<file path="config.mk">
export PLATFORM = sky130hd
export DESIGN_NAME = sync_fifo_param
export DESIGN_NICKNAME = d
export VERILOG_FILES = /design/src/rtl/sync_fifo_param.sv
export SDC_FILE = /design/constraint.sdc
export NUM_CORES = 1
export LEC_CHECK = 0
export CAP_MARGIN = 20
export CORE_MARGIN = 5
export CORE_UTILIZATION = 55
export DETAILED_ROUTE_END_ITERATION = 10
export PLACE_DENSITY = 0.75
export SLEW_MARGIN = 20
export SYNTH_ARGS = -nofsm -noshare
export SYNTH_HDL_FRONTEND = slang
export SYNTH_SLANG_ARGS = --single-unit
</file>
<file path="constraint.sdc">
create_clock -name clk -period 3.7 [get_ports clk]
set_clock_uncertainty 0.2 [all_clocks]
set_input_delay 0.925 -clock clk [delete_from_list [all_inputs] [get_ports clk]]
set_output_delay 0.925 -clock clk [all_outputs]
set_load 0.02 [all_outputs]
</file>
<file path="src/rtl/sync_fifo_param.sv">
// sync_fifo_param: synchronous FIFO with occupancy flags and error pulses.
// Define SYNC_FIFO_FWFT_EN for first-word-fall-through output; default is a standard registered read.
module sync_fifo_param #(
    parameter int DATA_W   = 8,
    parameter int ADDR_W   = 6,
    parameter int AF_LEVEL = 2**ADDR_W - 4,
    parameter int AE_LEVEL = 4
) (
    input  logic              clk,
    input  logic              rst,
    input  logic              wr_en,
    input  logic [DATA_W-1:0] din,
    input  logic              rd_en,
    output logic [DATA_W-1:0] dout,
    output logic              valid,
    output logic              full,
    output logic              empty,
    output logic              almost_full,
    output logic              almost_empty,
    output logic [ADDR_W:0]   count,
    output logic              overflow,
    output logic              underflow
);
    localparam int DEPTH = 2**ADDR_W;

    logic [DATA_W-1:0] mem [DEPTH];
    logic [ADDR_W:0]   wr_ptr_q, rd_ptr_q, count_q, count_d;
    logic [DATA_W-1:0] dout_q;
    logic              valid_q, full_q, empty_q, af_q, ae_q, ovf_q, unf_q;
    logic              rd_acc, wr_acc, load, valid_d, empty_d;

`ifdef SYNC_FIFO_FWFT_EN
    // The output register is a storage slot: a pop frees it and RAM refills it on the same edge.
    assign rd_acc  = rd_en & valid_q;
    assign load    = (wr_ptr_q != rd_ptr_q) & (~valid_q | rd_acc);
    assign valid_d = load | (valid_q & ~rd_acc);
    assign empty_d = ~valid_d;
`else
    assign rd_acc  = rd_en & ~empty_q;
    assign load    = rd_acc;
    assign valid_d = rd_acc;
    assign empty_d = count_d == '0;
`endif
    assign wr_acc  = wr_en & (~full_q | rd_acc);
    assign count_d = count_q + (ADDR_W+1)'(wr_acc) - (ADDR_W+1)'(rd_acc);

    always_ff @(posedge clk) begin
        if (wr_acc && !rst)
            mem[wr_ptr_q[ADDR_W-1:0]] <= din;
    end

    always_ff @(posedge clk) begin
        if (rst) begin
            wr_ptr_q <= '0;
            rd_ptr_q <= '0;
            count_q  <= '0;
            dout_q   <= '0;
            valid_q  <= 1'b0;
            full_q   <= 1'b0;
            empty_q  <= 1'b1;
            af_q     <= 1'b0;
            ae_q     <= 1'b1;
            ovf_q    <= 1'b0;
            unf_q    <= 1'b0;
        end else begin
            wr_ptr_q <= wr_ptr_q + (ADDR_W+1)'(wr_acc);
            rd_ptr_q <= rd_ptr_q + (ADDR_W+1)'(load);
            count_q  <= count_d;
            if (load)
                dout_q <= mem[rd_ptr_q[ADDR_W-1:0]];
            valid_q  <= valid_d;
            full_q   <= count_d == (ADDR_W+1)'(DEPTH);
            empty_q  <= empty_d;
            af_q     <= count_d >= (ADDR_W+1)'(AF_LEVEL);
            ae_q     <= count_d <= (ADDR_W+1)'(AE_LEVEL);
            ovf_q    <= wr_en & ~wr_acc;
            unf_q    <= rd_en & ~rd_acc;
        end
    end

    assign dout         = dout_q;
    assign valid        = valid_q;
    assign full         = full_q;
    assign empty        = empty_q;
    assign almost_full  = af_q;
    assign almost_empty = ae_q;
    assign count        = count_q;
    assign overflow     = ovf_q;
    assign underflow    = unf_q;
endmodule

</file>
==> impl_metrics.env, run 1 <==
export IMPL_wire_per_inst_um=25.7
export IMPL_min_period_over_period_pct=92.7
export IMPL_n_fill_cell=2597
export IMPL_finalMaxSlewViolations=0
export IMPL_synth_most_common_cell="edfxtp_1"
export IMPL_synth_seq_area_share_pct=74.5
export IMPL_finalSetupTns_ns=0
export IMPL_die_area_um2=43200
export IMPL_setup_viol=0
export IMPL_gr_usage_all_layers_pct=22.2
export IMPL_hold_path_end="underflow"
export IMPL_postRouteAntennaNets=0
export IMPL_slew_limit_headroom_pct=28.9
export IMPL_synthArstFlopShare_pct=0
export IMPL_wl_um=48700
export IMPL_r2r_cells=7
export IMPL_arrival_ns=3.72
export IMPL_vias=11700
export IMPL_cts_sink_count=546
export IMPL_synth_xor_area_share_pct=0.488
export IMPL_crit_required_ns=3.99
export IMPL_clock_tree_root_cell="clkbuf_16"
export IMPL_outcome="completed"
export IMPL_synth_fa_ha_area_share_pct=0.732
export IMPL_pin_count=34
export IMPL_diodes=0
export IMPL_vias_per_cell=6.16
export IMPL_period_needed_ns=3.43
export IMPL_ctsHoldBuffers=0
export IMPL_synth_edff_count=512
export IMPL_met3_usage_pct=4.32
export IMPL_drive_above_1_share_pct=21.2
export IMPL_leakagePower_nw=7.91
export IMPL_gp_congestion=0.929
export IMPL_power_density_nw_per_um2=546
export IMPL_synth_warnings=0
export IMPL_ys_flop_type="edfxtp_1"
export IMPL_worstSkewPairLatency_ns=0.60
export IMPL_dr_pass1_iters=6
export IMPL_placed_area_um2=23100
export IMPL_reg2reg_slack_ns=0.61
export IMPL_hold_class="reg -> reg"
export IMPL_finalInstanceArea_um2=24800
export IMPL_yosys_cell_types_count=59
export IMPL_multi_input_area_um2=5110
export IMPL_postCtsSetupRepairBufs=0
export IMPL_cts_htree_levels=2
export IMPL_synthTopCellsByArea="edfxtp_1 (71%), mux4_2 (7.5%), mux2i_1 (5.2%)"
export IMPL_die_height_um=208
export IMPL_cp_max_fo=4
export IMPL_grt_max_degree=65
export IMPL_fmax_mhz=292
export IMPL_core_area_um2=38700
export IMPL_num_nets_final=1360
export IMPL_start_util_pct=55.6
export IMPL_synth_simple_area_share_pct=4.15
export IMPL_rsz0062_at_grt="no"
export IMPL_rows=72
export IMPL_synth_top_area_share_pct=71.4
export IMPL_numPortBuffers=33
export IMPL_synth_cell_area_um2=21500
export IMPL_antenna_found_initial=0
export IMPL_syn_nets=1220
export IMPL_cts_tree="done"
export IMPL_post_route_util_pct=64.0
export IMPL_dieWidth_um=208
export IMPL_worst_hold_slack_ns=0.258
export IMPL_r2r_start="rd_ptr_q[3]"
export IMPL_ys_seq_elements=546
export IMPL_path_class="in -> reg"
export IMPL_hpwl_um=30800
export IMPL_rr_endpoint="dout[7]"
export IMPL_postCtsResizedCells=0
export IMPL_end_kind="register"
export IMPL_worstMarginPinSlew_ns=1.07
export IMPL_muxShareOfSynthArea_pct=13.0
export IMPL_grt_met2_usage_pct=35.2
export IMPL_grt_busiest_layer="met2"
export IMPL_synthCells=1196
export IMPL_synth_top_family_by_area="multiplexers"
export IMPL_first_global_vias=11700
export IMPL_ir_drop_uv=349
export IMPL_hp_start="empty"
export IMPL_avgSynthCellArea_um2=18.0
export IMPL_drc=0
export IMPL_clk_pin_slew_worst_paths_ns=0.06
export IMPL_seq_area_um2=16100
export IMPL_synth_top_area_cell="edfxtp_1"
export IMPL_startpoint_type="input port"
export IMPL_synth_compound_area_share_pct=5.31
export IMPL_hold_viol=0
export IMPL_dr_first_iter_drc_count=1324
export IMPL_grt_remaining_overflow=0
export IMPL_min_delay_path_depth=2
export IMPL_cts_max_path_buffers=3
export IMPL_grt_pass1_wl_um=73200
export IMPL_areaGrowthSynthToFinish_pct=15.1
export IMPL_maxCapViolCount=0
export IMPL_cts_made_buffers=53
export IMPL_use_met1_pct=32.3
export IMPL_finalPower_mw=13.5
export IMPL_synth_commonest_cells="edfxtp_1 (512), mux2i_1 (112), nor2_1 (103), mux4_2 (72), o22ai_1 (40)"
==> where the power goes <==
group	leakage, nW	internal (mW)	switching, mW	total [mW]
clock network	0.828	3.00	2.21	5.21
logic	2.20	0.618	0.828	1.45
registers	4.88	6.82	0.0653	6.88
==> per-layer routing <==
layer / part of all wire [%] / vias to the layer above
met5: 0 / -
met4: 2.4 / 0
met3: 9.3 / 78
met2: 48 / 585
met1: 40 / 5956
li1: - / 5077
==> sequential cells by signal, indices dropped and copies added, names as in the netlist <==
register	cells
wr_ptr_q	6
full	1
underflow	1
mem	512
valid	1
overflow	1
dout	8
count	7
almost_empty	1
almost_full	1
empty	1
rd_ptr_q	6
==> layout by cell type, fill, tap and decap left out, types with 7 or more instances in the layout <==
cell / instances
a211oi_1: 17
a21oi_1: 15
a22oi_1: 17
a31oi_1: 9
buf_2: 8
buf_4: 112
clkbuf_1: 15
clkbuf_16: 53
clkbuf_8: 7
clkdlybuf4s50_1: 25
clkinv_1: 10
dfxtp_1: 31
edfxtp_1: 512
ha_1: 11
inv_1: 13
mux2i_1: 112
mux4_2: 72
nand2_1: 22
nand3_1: 15
nor2_1: 103
nor2b_1: 17
nor3_1: 7
o21ai_0: 20
o21ai_1: 10
o22ai_1: 40
xor2_1: 7
==> worst max-delay path, stage by stage <==
cell and delay [ns]:
clkdlybuf4s50_1 0.48, nand2b_1 0.09, inv_2 0.08, o21ai_1 0.08
ha_1 0.28, inv_1 0.04, ha_1 0.21, fa_1 0.49
a21o_1 0.21, a21oi_1 0.20, a31oi_1 0.11, o211ai_1 0.28
nor4b_1 0.25
==> per-stage QoR <==
| step | worst slack, ns | std cells |
|---|---|---|
| final | 0.271 | 1898 |
| after global routing | 0.104 | 1898 |
| after CTS | 0.332 | 1898 |
| after detailed placement | -0.272 | 1799 |
| after global placement | -0.180 | 1799 |
| after floorplan | 0.248 | 1196 |
==> cells by family after synthesis <==
| family | count (synthesis) |
|---|---|
| adder cells (fa/ha/maj) | 12 |
| AO/OA/AOI/OAI | 164 |
| XOR/XNOR | 12 |
| flip-flops | 546 |
| AND/OR/NAND/NOR | 193 |
| multiplexers | 190 |
| buffers and inverters | 79 |
==> final cells by class <==
class / count / share of cell area [%]
Timing Repair Buffer: 149 / 4.88
Multi-Input combinational cell: 571 / 20.6
Sequential cell: 546 / 64.8
Tap cell: 518 / 2.61
Clock buffer: 75 / 5.96
Inverter: 15 / 0.227
Clock inverter: 24 / 0.888
==> how the worst max path moves through the flow <==
stage	startpoint	endpoint	slack, ns
6_report	rd_en	full	0.27
2_1_floorplan	rd_en	almost_full	0.25
5_1_grt	rd_en	full	0.10
3_5_place_dp	rd_en	full	-0.27
4_1_cts	rd_en	full	0.33
3_3_place_gp	rd_en	full	-0.18
No activity file was read; power rests on OpenSTA's default activity.
==> inputs of run 2 (changes only) <==
--- a/config.mk
+++ b/config.mk
@@ -6,7 +6,7 @@
 export NUM_CORES = 1
 export LEC_CHECK = 0
 export CAP_MARGIN = 20
-export CORE_MARGIN = 5
+export CORE_MARGIN = 2
 export CORE_UTILIZATION = 55
 export DETAILED_ROUTE_END_ITERATION = 10
 export PLACE_DENSITY = 0.75
==> constraint.sdc (replaced) <==
create_clock -name clk -period 4.2 [get_ports clk]
set_clock_uncertainty 0.2 [all_clocks]
set_input_delay 1.05 -clock clk [delete_from_list [all_inputs] [get_ports clk]]
set_output_delay 1.05 -clock clk [all_outputs]
set_load 0.02 [all_outputs]
==> impl_metrics.env, run 2 (synthesized netlist as in run 1, its figures left out) <==
export IMPL_outcome="completed"
export IMPL_finalPower_mw=11.7
export IMPL_postCtsResizedCells=0
export IMPL_start_util_pct=55.8
export IMPL_clock_tree_root_cell="clkbuf_16"
export IMPL_hpwl_um=30800
export IMPL_finalSetupTns_ns=0
export IMPL_hp_start="empty"
export IMPL_slew_limit_headroom_pct=34.2
export IMPL_reg2reg_slack_ns=1.20
export IMPL_hold_path_end="underflow"
export IMPL_layout_common_cells="edfxtp_1 (512), mux2i_1 (112), nor2_1 (102)"
export IMPL_grt_remaining_overflow=0
export IMPL_rr_endpoint="full"
export IMPL_fmax_mhz=281
export IMPL_rsz0062_at_grt="no"
export IMPL_core_area_um2=38600
export IMPL_worstMarginPinSlew_ns=0.985
export IMPL_min_period_over_period_pct=84.6
export IMPL_dr_first_iter_drc_count=1326
export IMPL_worstSkewPairLatency_ns=0.60
export IMPL_cts_max_path_buffers=3
export IMPL_grt_pass1_wl_um=72600
export IMPL_min_delay_path_depth=2
export IMPL_largest_reg_flops=512
export IMPL_diodes=0
export IMPL_arrival_ns=3.84
export IMPL_cts_htree_levels=2
export IMPL_gp_congestion=0.909
export IMPL_num_nets_final=1341
export IMPL_die_height_um=202
export IMPL_path_class="in -> reg"
export IMPL_pin_count=34
export IMPL_n_fill_cell=2640
export IMPL_end_kind="register"
export IMPL_cts_tree="done"
export IMPL_setup_viol=0
export IMPL_drc=0
export IMPL_clkPwrFrac_pct=37.9
export IMPL_antenna_found_initial=1
export IMPL_period_needed_ns=3.55
export IMPL_cts_sink_count=546
export IMPL_vias_per_cell=6.20
export IMPL_drive_above_1_share_pct=20.5
export IMPL_hold_class="reg -> reg"
export IMPL_numPortBuffers=33
export IMPL_postCtsSetupRepairBufs=0
export IMPL_gr_usage_all_layers_pct=24.2
export IMPL_areaGrowthSynthToFinish_pct=14.1
export IMPL_leakagePower_nw=7.78
export IMPL_pwr_share_seq_pct=51.8
export IMPL_r2r_start="empty"
export IMPL_layout_commonest_cell="edfxtp_1"
export IMPL_die_area_um2=40800
export IMPL_ctsHoldBuffers=0
export IMPL_clk_pin_slew_worst_paths_ns=0.06
export IMPL_r2r_cells=12
export IMPL_wl_um=48300
export IMPL_dr_pass1_iters=6
export IMPL_combinationalPowerShare_pct=10.3
export IMPL_wire_per_inst_um=25.7
export IMPL_rows=72
export IMPL_crit_required_ns=4.49
export IMPL_dieWidth_um=202
export IMPL_hold_viol=0
export IMPL_maxCapViolCount=0
export IMPL_first_global_vias=11600
export IMPL_ir_drop_uv=325
export IMPL_grt_max_degree=65
export IMPL_p_switching_mw=2.73
export IMPL_post_route_util_pct=63.6
export IMPL_postRouteAntennaNets=0
export IMPL_p_int_mw=9.02
export IMPL_cts_made_buffers=52
export IMPL_finalMaxSlewViolations=0
export IMPL_sw_frac_of_total_pct=23.2
export IMPL_cp_max_fo=4
export IMPL_startpoint_type="input port"
export IMPL_power_density_nw_per_um2=478
export IMPL_vias=11600
## run 2: cell types whose count changed in the layout (fill, tap and decap cells not counted), sizes merged
cell and change:
inv +1, bufinv -1, clkinvlp +3, clkbuf -11, clkinv +6, buf -18
## run 2: stage by stage
stage / cell area [µm²] / hold WS, ns / std cells / setup slack (ns)
2_1_floorplan: 21500 / 0.321 / 1196 / 0.623
3_3_place_gp: 22900 / 0.244 / 1781 / 0.167
3_5_place_dp: 22900 / 0.248 / 1781 / 0.105
4_1_cts: 24600 / 0.257 / 1878 / 0.703
5_1_grt: 24600 / 0.279 / 1878 / 0.471
6_report: 24600 / 0.255 / 1878 / 0.645
## run 2: cell type report
type / instances / area [µm²] / share of cell area (%)
clock buffer: 64 / 1410 / 5.73
clock inverter: 33 / 228 / 0.927
inverter: 15 / 56.3 / 0.229
multi-input combinational: 571 / 5110 / 20.8
sequential: 546 / 16100 / 65.4
tap: 518 / 648 / 2.64
timing repair buffer: 131 / 1050 / 4.29
## run 2: worst max path at each step
stage                     start          end  slack (ns)  cells past startpoint
after floorplan           rd_en  almost_full        0.62                     12
after global placement    rd_en         full        0.17                     13
after detailed placement  rd_en         full        0.10                     13
after CTS                 rd_en         full        0.70                     13
after global routing      rd_en         full        0.47                     13
final                     rd_en         full        0.65                     13
## run 2: power groups by stage
| stage | combinational (mW) | clock, mW | sequential, mW |
|---|---|---|---|
| 2_1_floorplan | 0.775 | 0 | 6.21 |
| 3_3_place_gp | 1.16 | 0 | 6.19 |
| 3_5_place_dp | 1.20 | 0 | 6.20 |
| 4_1_cts | 1.20 | 4.52 | 6.08 |
| 5_1_grt | 1.30 | 4.72 | 6.08 |
| 6_report | 1.21 | 4.45 | 6.08 |
## run 2: per-layer routing
metal / track usage (%) / wire length, µm / up-vias
met1: 35.0 / 19900 / 5900
met2: 37.6 / 22600 / 571
met4: 8.59 / 1620 / 2
li1: - / - / 5054
met3: 4.27 / 4120 / 112
met5: 0 / 11 / -
## run 2: worst max-delay path: stages
cell and delay, ns:
clkdlybuf4s50_1 0.48, nand2b_1 0.10, inv_2 0.08, o21ai_1 0.08
ha_1 0.28, inv_1 0.04, ha_1 0.20, fa_1 0.47
a21o_1 0.22, a21oi_1 0.19, a31oi_1 0.11, o211ai_1 0.31
nor4b_1 0.25
